$ cat src/rtl/bram_arbiter.sv
// Merges the core's instruction-fetch and data ports onto one single-port BRAM.
// Each port holds one pending request; conflicts resolve round-robin or dmem-first.
module bram_arbiter #(
  parameter bit ROUND_ROBIN = 1'b1
) (
  input  logic        clk,
  input  logic        rst,
  input  logic        imem_valid,
  input  logic [31:0] imem_addr,
  output logic [31:0] imem_rdata,
  output logic        imem_ready,
  input  logic        dmem_valid,
  input  logic [31:0] dmem_addr,
  input  logic [31:0] dmem_wdata,
  input  logic [3:0]  dmem_wstrb,
  output logic [31:0] dmem_rdata,
  output logic        dmem_ready,
  output logic        bram_valid,
  output logic        bram_instr,
  output logic [31:0] bram_addr,
  output logic [31:0] bram_wdata,
  output logic [3:0]  bram_wstrb,
  input  logic [31:0] bram_rdata,
  input  logic        bram_ready,
  output logic        arb_error
);

  typedef enum logic {IDLE, BUSY} state_t;
  typedef enum logic {PORT_IMEM = 1'b0, PORT_DMEM = 1'b1} port_t;

  state_t      state_q, state_d;
  port_t       owner_q, last_grant_q, sel;

  logic        i_pend_q;
  logic [31:0] i_addr_q;
  logic        d_pend_q;
  logic [31:0] d_addr_q;
  logic [31:0] d_wdata_q;
  logic [3:0]  d_wstrb_q;
  logic        arb_error_q;

  logic        rsp;
  logic        grant;
  logic        i_grant, d_grant;
  logic        i_take, d_take;
  logic        i_ovf, d_ovf;

  // Grant decision and next state. A response and a new grant can share a
  // cycle, which is what gives one access per cycle under sustained load.
  // NOTE: every signal gets a default at the top of always_comb so no path
  // leaves it unassigned and no latch is inferred.
  always_comb begin
    rsp     = 1'b0;
    grant   = 1'b0;
    sel     = PORT_IMEM;
    state_d = state_q;

    rsp   = (state_q == BUSY) && bram_ready;
    grant = (i_pend_q || d_pend_q) && ((state_q == IDLE) || rsp);

    if (i_pend_q && d_pend_q) begin
      if (ROUND_ROBIN) begin
        sel = (last_grant_q == PORT_IMEM) ? PORT_DMEM : PORT_IMEM;
      end else begin
        sel = PORT_DMEM;
      end
    end else if (d_pend_q) begin
      sel = PORT_DMEM;
    end

    if (grant) begin
      state_d = BUSY;
    end else if (rsp) begin
      state_d = IDLE;
    end
  end

  assign i_grant = grant && (sel == PORT_IMEM);
  assign d_grant = grant && (sel == PORT_DMEM);

  // A pulse is accepted into an empty buffer or one being drained this cycle;
  // anything else would overwrite a live request and is flagged instead.
  assign i_take = imem_valid && (!i_pend_q || i_grant);
  assign d_take = dmem_valid && (!d_pend_q || d_grant);
  assign i_ovf  = imem_valid && !i_take;
  assign d_ovf  = dmem_valid && !d_take;

  // BRAM request side: everything but valid is zeroed when idle.
  always_comb begin
    bram_valid = 1'b0;
    bram_instr = 1'b0;
    bram_addr  = '0;
    bram_wdata = '0;
    bram_wstrb = '0;
    if (grant) begin
      bram_valid = 1'b1;
      if (sel == PORT_DMEM) begin
        bram_addr  = d_addr_q;
        bram_wdata = d_wdata_q;
        bram_wstrb = d_wstrb_q;
      end else begin
        bram_instr = 1'b1;
        bram_addr  = i_addr_q;
      end
    end
  end

  // Response routing: only the owner of the in-flight access sees ready/data.
  always_comb begin
    imem_ready = 1'b0;
    imem_rdata = '0;
    dmem_ready = 1'b0;
    dmem_rdata = '0;
    if (rsp) begin
      if (owner_q == PORT_DMEM) begin
        dmem_ready = 1'b1;
        dmem_rdata = bram_rdata;
      end else begin
        imem_ready = 1'b1;
        imem_rdata = bram_rdata;
      end
    end
  end

  // NOTE: sequential state uses non-blocking assignments so every flop samples
  // pre-edge values regardless of statement order.
  always_ff @(posedge clk or negedge rst) begin
    if (!rst) begin
      state_q      <= IDLE;
      owner_q      <= PORT_IMEM;
      last_grant_q <= PORT_IMEM;
    end else begin
      state_q <= state_d;
      if (grant) begin
        owner_q      <= sel;
        last_grant_q <= sel;
      end
    end
  end

  always_ff @(posedge clk or negedge rst) begin
    if (!rst) begin
      i_pend_q <= 1'b0;
      i_addr_q <= '0;
    end else if (i_take) begin
      i_pend_q <= 1'b1;
      i_addr_q <= imem_addr;
    end else if (i_grant) begin
      i_pend_q <= 1'b0;
    end
  end

  always_ff @(posedge clk or negedge rst) begin
    if (!rst) begin
      d_pend_q  <= 1'b0;
      d_addr_q  <= '0;
      d_wdata_q <= '0;
      d_wstrb_q <= '0;
    end else if (d_take) begin
      d_pend_q  <= 1'b1;
      d_addr_q  <= dmem_addr;
      d_wdata_q <= dmem_wdata;
      d_wstrb_q <= dmem_wstrb;
    end else if (d_grant) begin
      d_pend_q <= 1'b0;
    end
  end

  always_ff @(posedge clk or negedge rst) begin
    if (!rst) begin
      arb_error_q <= 1'b0;
    end else if (i_ovf || d_ovf) begin
      arb_error_q <= 1'b1;
    end
  end

  assign arb_error = arb_error_q;

endmodule
$ cat config.mk
export PLATFORM = sky130hd
export DESIGN_NAME = bram_arbiter
export DESIGN_NICKNAME = d
export VERILOG_FILES = /design/src/rtl/bram_arbiter.sv
export SDC_FILE = /design/constraint.sdc
export NUM_CORES = 1
export LEC_CHECK = 0
export BUFFER_PORTS_ARGS = -buffer_cell sky130_fd_sc_hd__buf_2
export CAP_MARGIN = 20
export CORE_MARGIN = 8
export CORE_UTILIZATION = 50
export DETAILED_ROUTE_END_ITERATION = 8
export GPL_TIMING_DRIVEN = 1
export PLACE_DENSITY_LB_ADDON = 0.3
export SLEW_MARGIN = 20
export SYNTH_ARGS = -nofsm -noshare
export SYNTH_HDL_FRONTEND = slang
export SYNTH_SLANG_ARGS = --single-unit
$ cat constraint.sdc
create_clock -name clk -period 3.1 [get_ports clk]
set_input_delay 0 -clock clk [delete_from_list [all_inputs] [get_ports clk]]
set_output_delay 0 -clock clk [all_outputs]
set_load 0.02 [all_outputs]
# Word level (Yosys, flattened, before mapping)
# Cells that the tools add are included.
totals:
  register_bits: 105
  wordCells: 57
  output_inout_bits: 137
classes:
  n_mux: 25
  n_bitwise: 2
  n_reduce_logical: 21
ops:
  columns: ["cell", "n"]
  rows:
  - ["2-to-1 mux 32 bit", 8]
  - ["2-to-1 mux 1 bit", 15]
  - ["logical AND 1 bit", 9]
  - ["2-to-1 mux 4 bit", 2]
  - ["nonzero test 2 bit", 3]
  - ["logical OR 1 bit", 5]
  - ["zero test 1 bit", 4]
  - ["NOT 1 bit", 2]

# Logic depth before layout (Yosys ltp)
depth:
  depth_word: 9
  ltp_mapped: 7

# Worst setup path after synthesis
# Ideal clock, no wire load.
synth_timing:
  path_kind: "register -> register"
  from: "register i_pend_q"
  to: "register arb_error_q (netlist: arb_error)"
  path_stages_with_launch: 8
  setup_ns: 0.126
  path_slack_ns: 1.490
  required_ns: 2.974
  arrival_ns: 1.484
  path_cell_list: "dfrtp_1 > buf_6 > and2_1 > buf_6 > o21a_1 > buf_6 > buf_6 > a221o_1"
synth_between:
  elab_chain_len: 9
synth_lines:
  columns: ["item", "line", "rtl"]
  rows:
  - ["start: declaration", "34", "logic i_pend_q;"]
  - ["start signal: assignment", "143", "i_pend_q <= 1'b0;"]
  - ["start signal: assignment", "146", "i_pend_q <= 1'b1;"]
  - ["start signal: assignment", "149", "i_pend_q <= 1'b0;"]
  - ["logical AND 1 bit", "61", "if (i_pend_q && d_pend_q) begin"]
  - ["2-to-1 mux 1 bit", "61", null]
  - ["NOT 1 bit", "78", "assign i_grant = grant && (sel == PORT_IMEM);"]
  - ["logical AND 1 bit", "78", null]
  - ["logical OR 1 bit", "83", "assign i_take = imem_valid && (!i_pend_q || i_grant);"]
  - ["logical AND 1 bit", "83", null]
  - ["zero test 1 bit", "85", "assign i_ovf = imem_valid && !i_take;"]
  - ["logical AND 1 bit", "85", null]
  - ["logical OR 1 bit *", "172", "end else if (i_ovf || d_ovf) begin"]
  - ["end signal: assignment", "171", "arb_error_q <= 1'b0;"]
  - ["end signal: assignment", "173", "arb_error_q <= 1'b1;"]
  - ["end: declaration", "40", "logic arb_error_q;"]
# Every way passes the cells marked *; elsewhere a longest branch is shown, timed or not.
# A chain may end at the register's enable or synchronous reset.

# Worst setup path after layout
layout_timing:
  from: "register last_grant_q"
  to: "output bram_addr[21]"
layout_between:
  elab_chain_len: 4
layout_lines:
  columns: ["item", "line", "rtl"]
  rows:
  - ["start: declaration", "32", "port_t owner_q, last_grant_q, sel;"]
  - ["start signal: assignment", "136", "last_grant_q <= sel;"]
  - ["2-to-1 mux 1 bit", null, null]
  - ["2-to-1 mux 1 bit", "61", null]
  - ["2-to-1 mux 32 bit", "97", "if (sel == PORT_DMEM) begin"]
  - ["2-to-1 mux 32 bit", "95", "if (grant) begin"]
  - ["end: declaration", "20", "output logic [31:0] bram_addr,"]
# Every way passes these cells.

==> impl_metrics.prom <==
# TYPE chip_impl_metric gauge
chip_impl_info{name="synth_area_leaders",value="sky130_fd_sc_hd__dfrtp_1, sky130_fd_sc_hd__o211ai_1, sky130_fd_sc_hd__nand2b_1"} 1
chip_impl_metric{name="maximum_number_of_pins_on_one_net_before_global_route_repair",unit=""} 96
chip_impl_metric{name="synth_top_cell_area_share",unit="%"} 40.20
chip_impl_metric{name="clkSlewWorstSetupHoldPaths",unit="ns"} 0.07
chip_impl_metric{name="grt_usage",unit="%"} 26.98
chip_impl_metric{name="layout.cell_area.non_filler",unit="sq mm"} 0.009264
chip_impl_metric{name="gp_routability_congestion",unit=""} 0.8539
chip_impl_info{name="clockRootBuffer",value="sky130_fd_sc_hd__clkbuf_16"} 1
chip_impl_metric{name="io_buffers",unit=""} 273
chip_impl_metric{name="final_util",unit="%"} 73.11
chip_impl_metric{name="clock.fmax",unit="GHz"} 0.3922
chip_impl_metric{name="critical_path_peak_fanout",unit=""} 47
chip_impl_metric{name="synthesis.area",unit="sq mm"} 0.006536
chip_impl_metric{name="cts_made_buffers",unit=""} 9
chip_impl_metric{name="met1_usage",unit="%"} 34.16
chip_impl_metric{name="final.period_utilization",unit="%"} 82.24
chip_impl_metric{name="drv_slew",unit=""} 0
chip_impl_metric{name="vias",unit=""} 7020
chip_impl_metric{name="ir_drop",unit="mV"} 0.3860
chip_impl_info{name="layout_commonest_cell",value="sky130_fd_sc_hd__buf_2"} 1
chip_impl_metric{name="setup_viol",unit=""} 0
chip_impl_metric{name="num_rows",unit=""} 41
chip_impl_metric{name="die-height",unit="um"} 130.3
chip_impl_metric{name="first_pass_iters",unit=""} 5
chip_impl_metric{name="clkLatencyLatePin",unit="ns"} 0.35
chip_impl_metric{name="htree_levels",unit=""} 3
chip_impl_metric{name="post_drt_via_cell_ratio",unit=""} 5.657
chip_impl_metric{name="period_minus_slack",unit="ns"} 2.550
chip_impl_metric{name="dp_cells",unit=""} 1118
chip_impl_metric{name="layoutNonFillerInstCount",unit=""} 1241
chip_impl_metric{name="area_overhead_of_the_layout_relative_to_synthesis",unit="%"} 41.73
chip_impl_metric{name="die_w",unit="um"} 130.3
chip_impl_metric{name="number_of_routed_nets_with_antenna_violations",unit=""} 0
chip_impl_metric{name="placed_area",unit="sq mm"} 0.007941
chip_impl_metric{name="synth_fp_nets",unit=""} 878
chip_impl_metric{name="seq_area_frac_synth",unit="%"} 40.20
chip_impl_metric{name="grtUsageMet3",unit="%"} 6.569
chip_impl_metric{name="worst_clock_skew",unit="ns"} 0.009143
chip_impl_metric{name="nNetsFinal",unit=""} 1194
chip_impl_metric{name="hold_violations",unit=""} 0
chip_impl_info{name="worst_setup_path_start_kind",value="flop"} 1
chip_impl_info{name="most-common-layout-cells",value="sky130_fd_sc_hd__buf_2, sky130_fd_sc_hd__o211ai_1, sky130_fd_sc_hd__dfrtp_1"} 1
chip_impl_info{name="tritoncts",value="built"} 1
chip_impl_metric{name="initial_core_util",unit="%"} 51.58
chip_impl_metric{name="gr-total-overflow",unit=""} 0
chip_impl_metric{name="antenna_found_initial",unit=""} 3
chip_impl_metric{name="timing.critical_path.arrival",unit="ns"} 2.55
chip_impl_info{name="outcome",value="finished, final reports clean"} 1
chip_impl_metric{name="ys_ff_latch",unit=""} 105
chip_impl_metric{name="totalWireLength",unit="um"} 23810
chip_impl_info{name="grt-busiest-layer",value="met2"} 1
chip_impl_metric{name="worst_case_hold_slack",unit="ns"} 0.03796
chip_impl_metric{name="vias_in_the_first_global_route",unit=""} 6803
chip_impl_metric{name="maxSlewHeadroom",unit="%"} 34.73
chip_impl_metric{name="cts_post_setup_buffers_inserted",unit=""} 0
chip_impl_info{name="worstSetupEndpointType",value="output pin"} 1
chip_impl_metric{name="powerDensity",unit="mW/mm^2"} 679.9
chip_impl_info{name="hold_class",value="in -> reg"} 1
chip_impl_metric{name="synthCells",unit=""} 741
chip_impl_metric{name="tightest_slew",unit="ns"} 0.9790
chip_impl_metric{name="number_of_placed_i_o_pins",unit=""} 274
chip_impl_info{name="rsz0062_at_grt",value="false"} 1
chip_impl_metric{name="wire_length_of_the_first_global_routing_pass",unit="um"} 36200
chip_impl_metric{name="cts-root-to-sink-buffers",unit=""} 2
chip_impl_metric{name="dieArea",unit="sq mm"} 0.01699
chip_impl_metric{name="layout-drive-gt1-share",unit="%"} 29.76
chip_impl_metric{name="synthesis.area_per_instance",unit="sq um"} 8.821
chip_impl_metric{name="synth-warning-count",unit=""} 0
chip_impl_metric{name="yosysUniqueCellTypes",unit=""} 20
chip_impl_metric{name="clock_sinks",unit=""} 105
chip_impl_metric{name="fp.coreArea",unit="sq mm"} 0.01267
chip_impl_metric{name="detail_route.drc_violations",unit=""} 0
chip_impl_metric{name="detailedRoute.firstIterationViolations",unit=""} 694
chip_impl_info{name="synth_top_area_cell",value="sky130_fd_sc_hd__dfrtp_1"} 1
chip_impl_metric{name="cellLeakagePower",unit="nW"} 4.239
chip_impl_metric{name="hpwlAfterDp",unit="um"} 15620
chip_impl_metric{name="finalSetupTns",unit="ns"} 0
chip_impl_metric{name="timing.critical_path.required",unit="ns"} 3.10
chip_impl_metric{name="ctsResizeCount",unit=""} 0
chip_impl_metric{name="globalRouteMet2Util",unit="%"} 42.47
chip_impl_info{name="critical_path_type",value="reg -> out"} 1
chip_impl_metric{name="cap_viol_max_count",unit=""} 0
chip_impl_metric{name="wl_per_cell",unit="um"} 19.18
[synthesized netlist by cell type, drive strengths merged]
cell / n
a221o: 1
a22o: 32
and2: 101
and3: 1
buf: 26
clkbuf: 60
dfrtp: 105
nand2: 101
nand2b: 102
nor2: 3
nor2b: 2
nor3b: 2
o211ai: 200
o21a: 2
o21ai: 1
or2: 2
[sequential cells by signal (all words and copies together), names as in the netlist]
signal and count:
d_wstrb_q 4, arb_error 1, d_wdata_q 32, d_pend_q 1, state_q 1, d_addr_q 32, i_pend_q 1, i_addr_q 32
last_grant_q 1
[metal layers]
metal  wire length (um)  part of all wire, %
met4                686                  2.9
met5                  0                    0
met2              11420                   48
met1               9534                   40
met3               2165                  9.1
[power by group]
group          switching [mW]  total, mW  leakage, nW  internal (mW)
Sequential              0.493       2.40         1.20           1.91
Combinational            1.57       2.72         2.89           1.14
Clock                   0.530       1.18        0.149          0.650
Total                    2.60       6.30         4.24           3.70
[kinds of logic after synthesis]
family,share of synthesized area (%)
flip-flops,40.20
buffers and inverters,5.724
AND/OR/NAND/NOR,26.36
AO/OA/AOI/OAI,27.72
[cell type report]
| type | count | area (sq um) |
|---|---|---|
| antenna | 7 | 17.52 |
| clock inverter | 6 | 65.06 |
| timing repair buffer | 391 | 2545 |
| tap | 172 | 215.2 |
| multi-input combinational | 550 | 3553 |
| fill | 942 | 3407 |
| sequential | 105 | 2629 |
| clock buffer | 10 | 239.0 |
[through the flow]
step	power [mW]	worst slack (ns)
floorplan	4.105	1.490
global placement	4.951	0.9999
detailed placement	5.006	0.9780
CTS	6.294	0.5704
global route	6.680	0.4202
finish	6.299	0.5504
[worst max-delay path, cell delays in order (launching register included)]
cell and delay, ns:
sky130_fd_sc_hd__dfrtp_1 0.42, sky130_fd_sc_hd__and2_2 0.37, sky130_fd_sc_hd__nor3b_4 0.69, sky130_fd_sc_hd__buf_12 0.32, sky130_fd_sc_hd__a22o_1 0.20, sky130_fd_sc_hd__buf_2 0.18
[worst paths after layout]
check	slack (ns)	from	end	depth (start not counted)
worst max-delay path	0.55	last_grant_q	bram_addr[21]	5
worst min-delay path	0.04	dmem_addr[0]	d_addr_q[0]	3
worst max register to register	0.95	state_q	d_addr_q[10]	4
worst min register to register	0.50	arb_error	arb_error	1
max in group asynchronous	1.92	rst	d_wstrb_q[0]	3
min in group asynchronous	0.31	rst	d_addr_q[26]	2
[what timing repair did]
action,4_1_cts,5_1_grt
endpoints found under the setup margin,0,0
endpoints found under the hold margin,165,0
hold buffers,100,0
(Power assumes the default switching activity.)
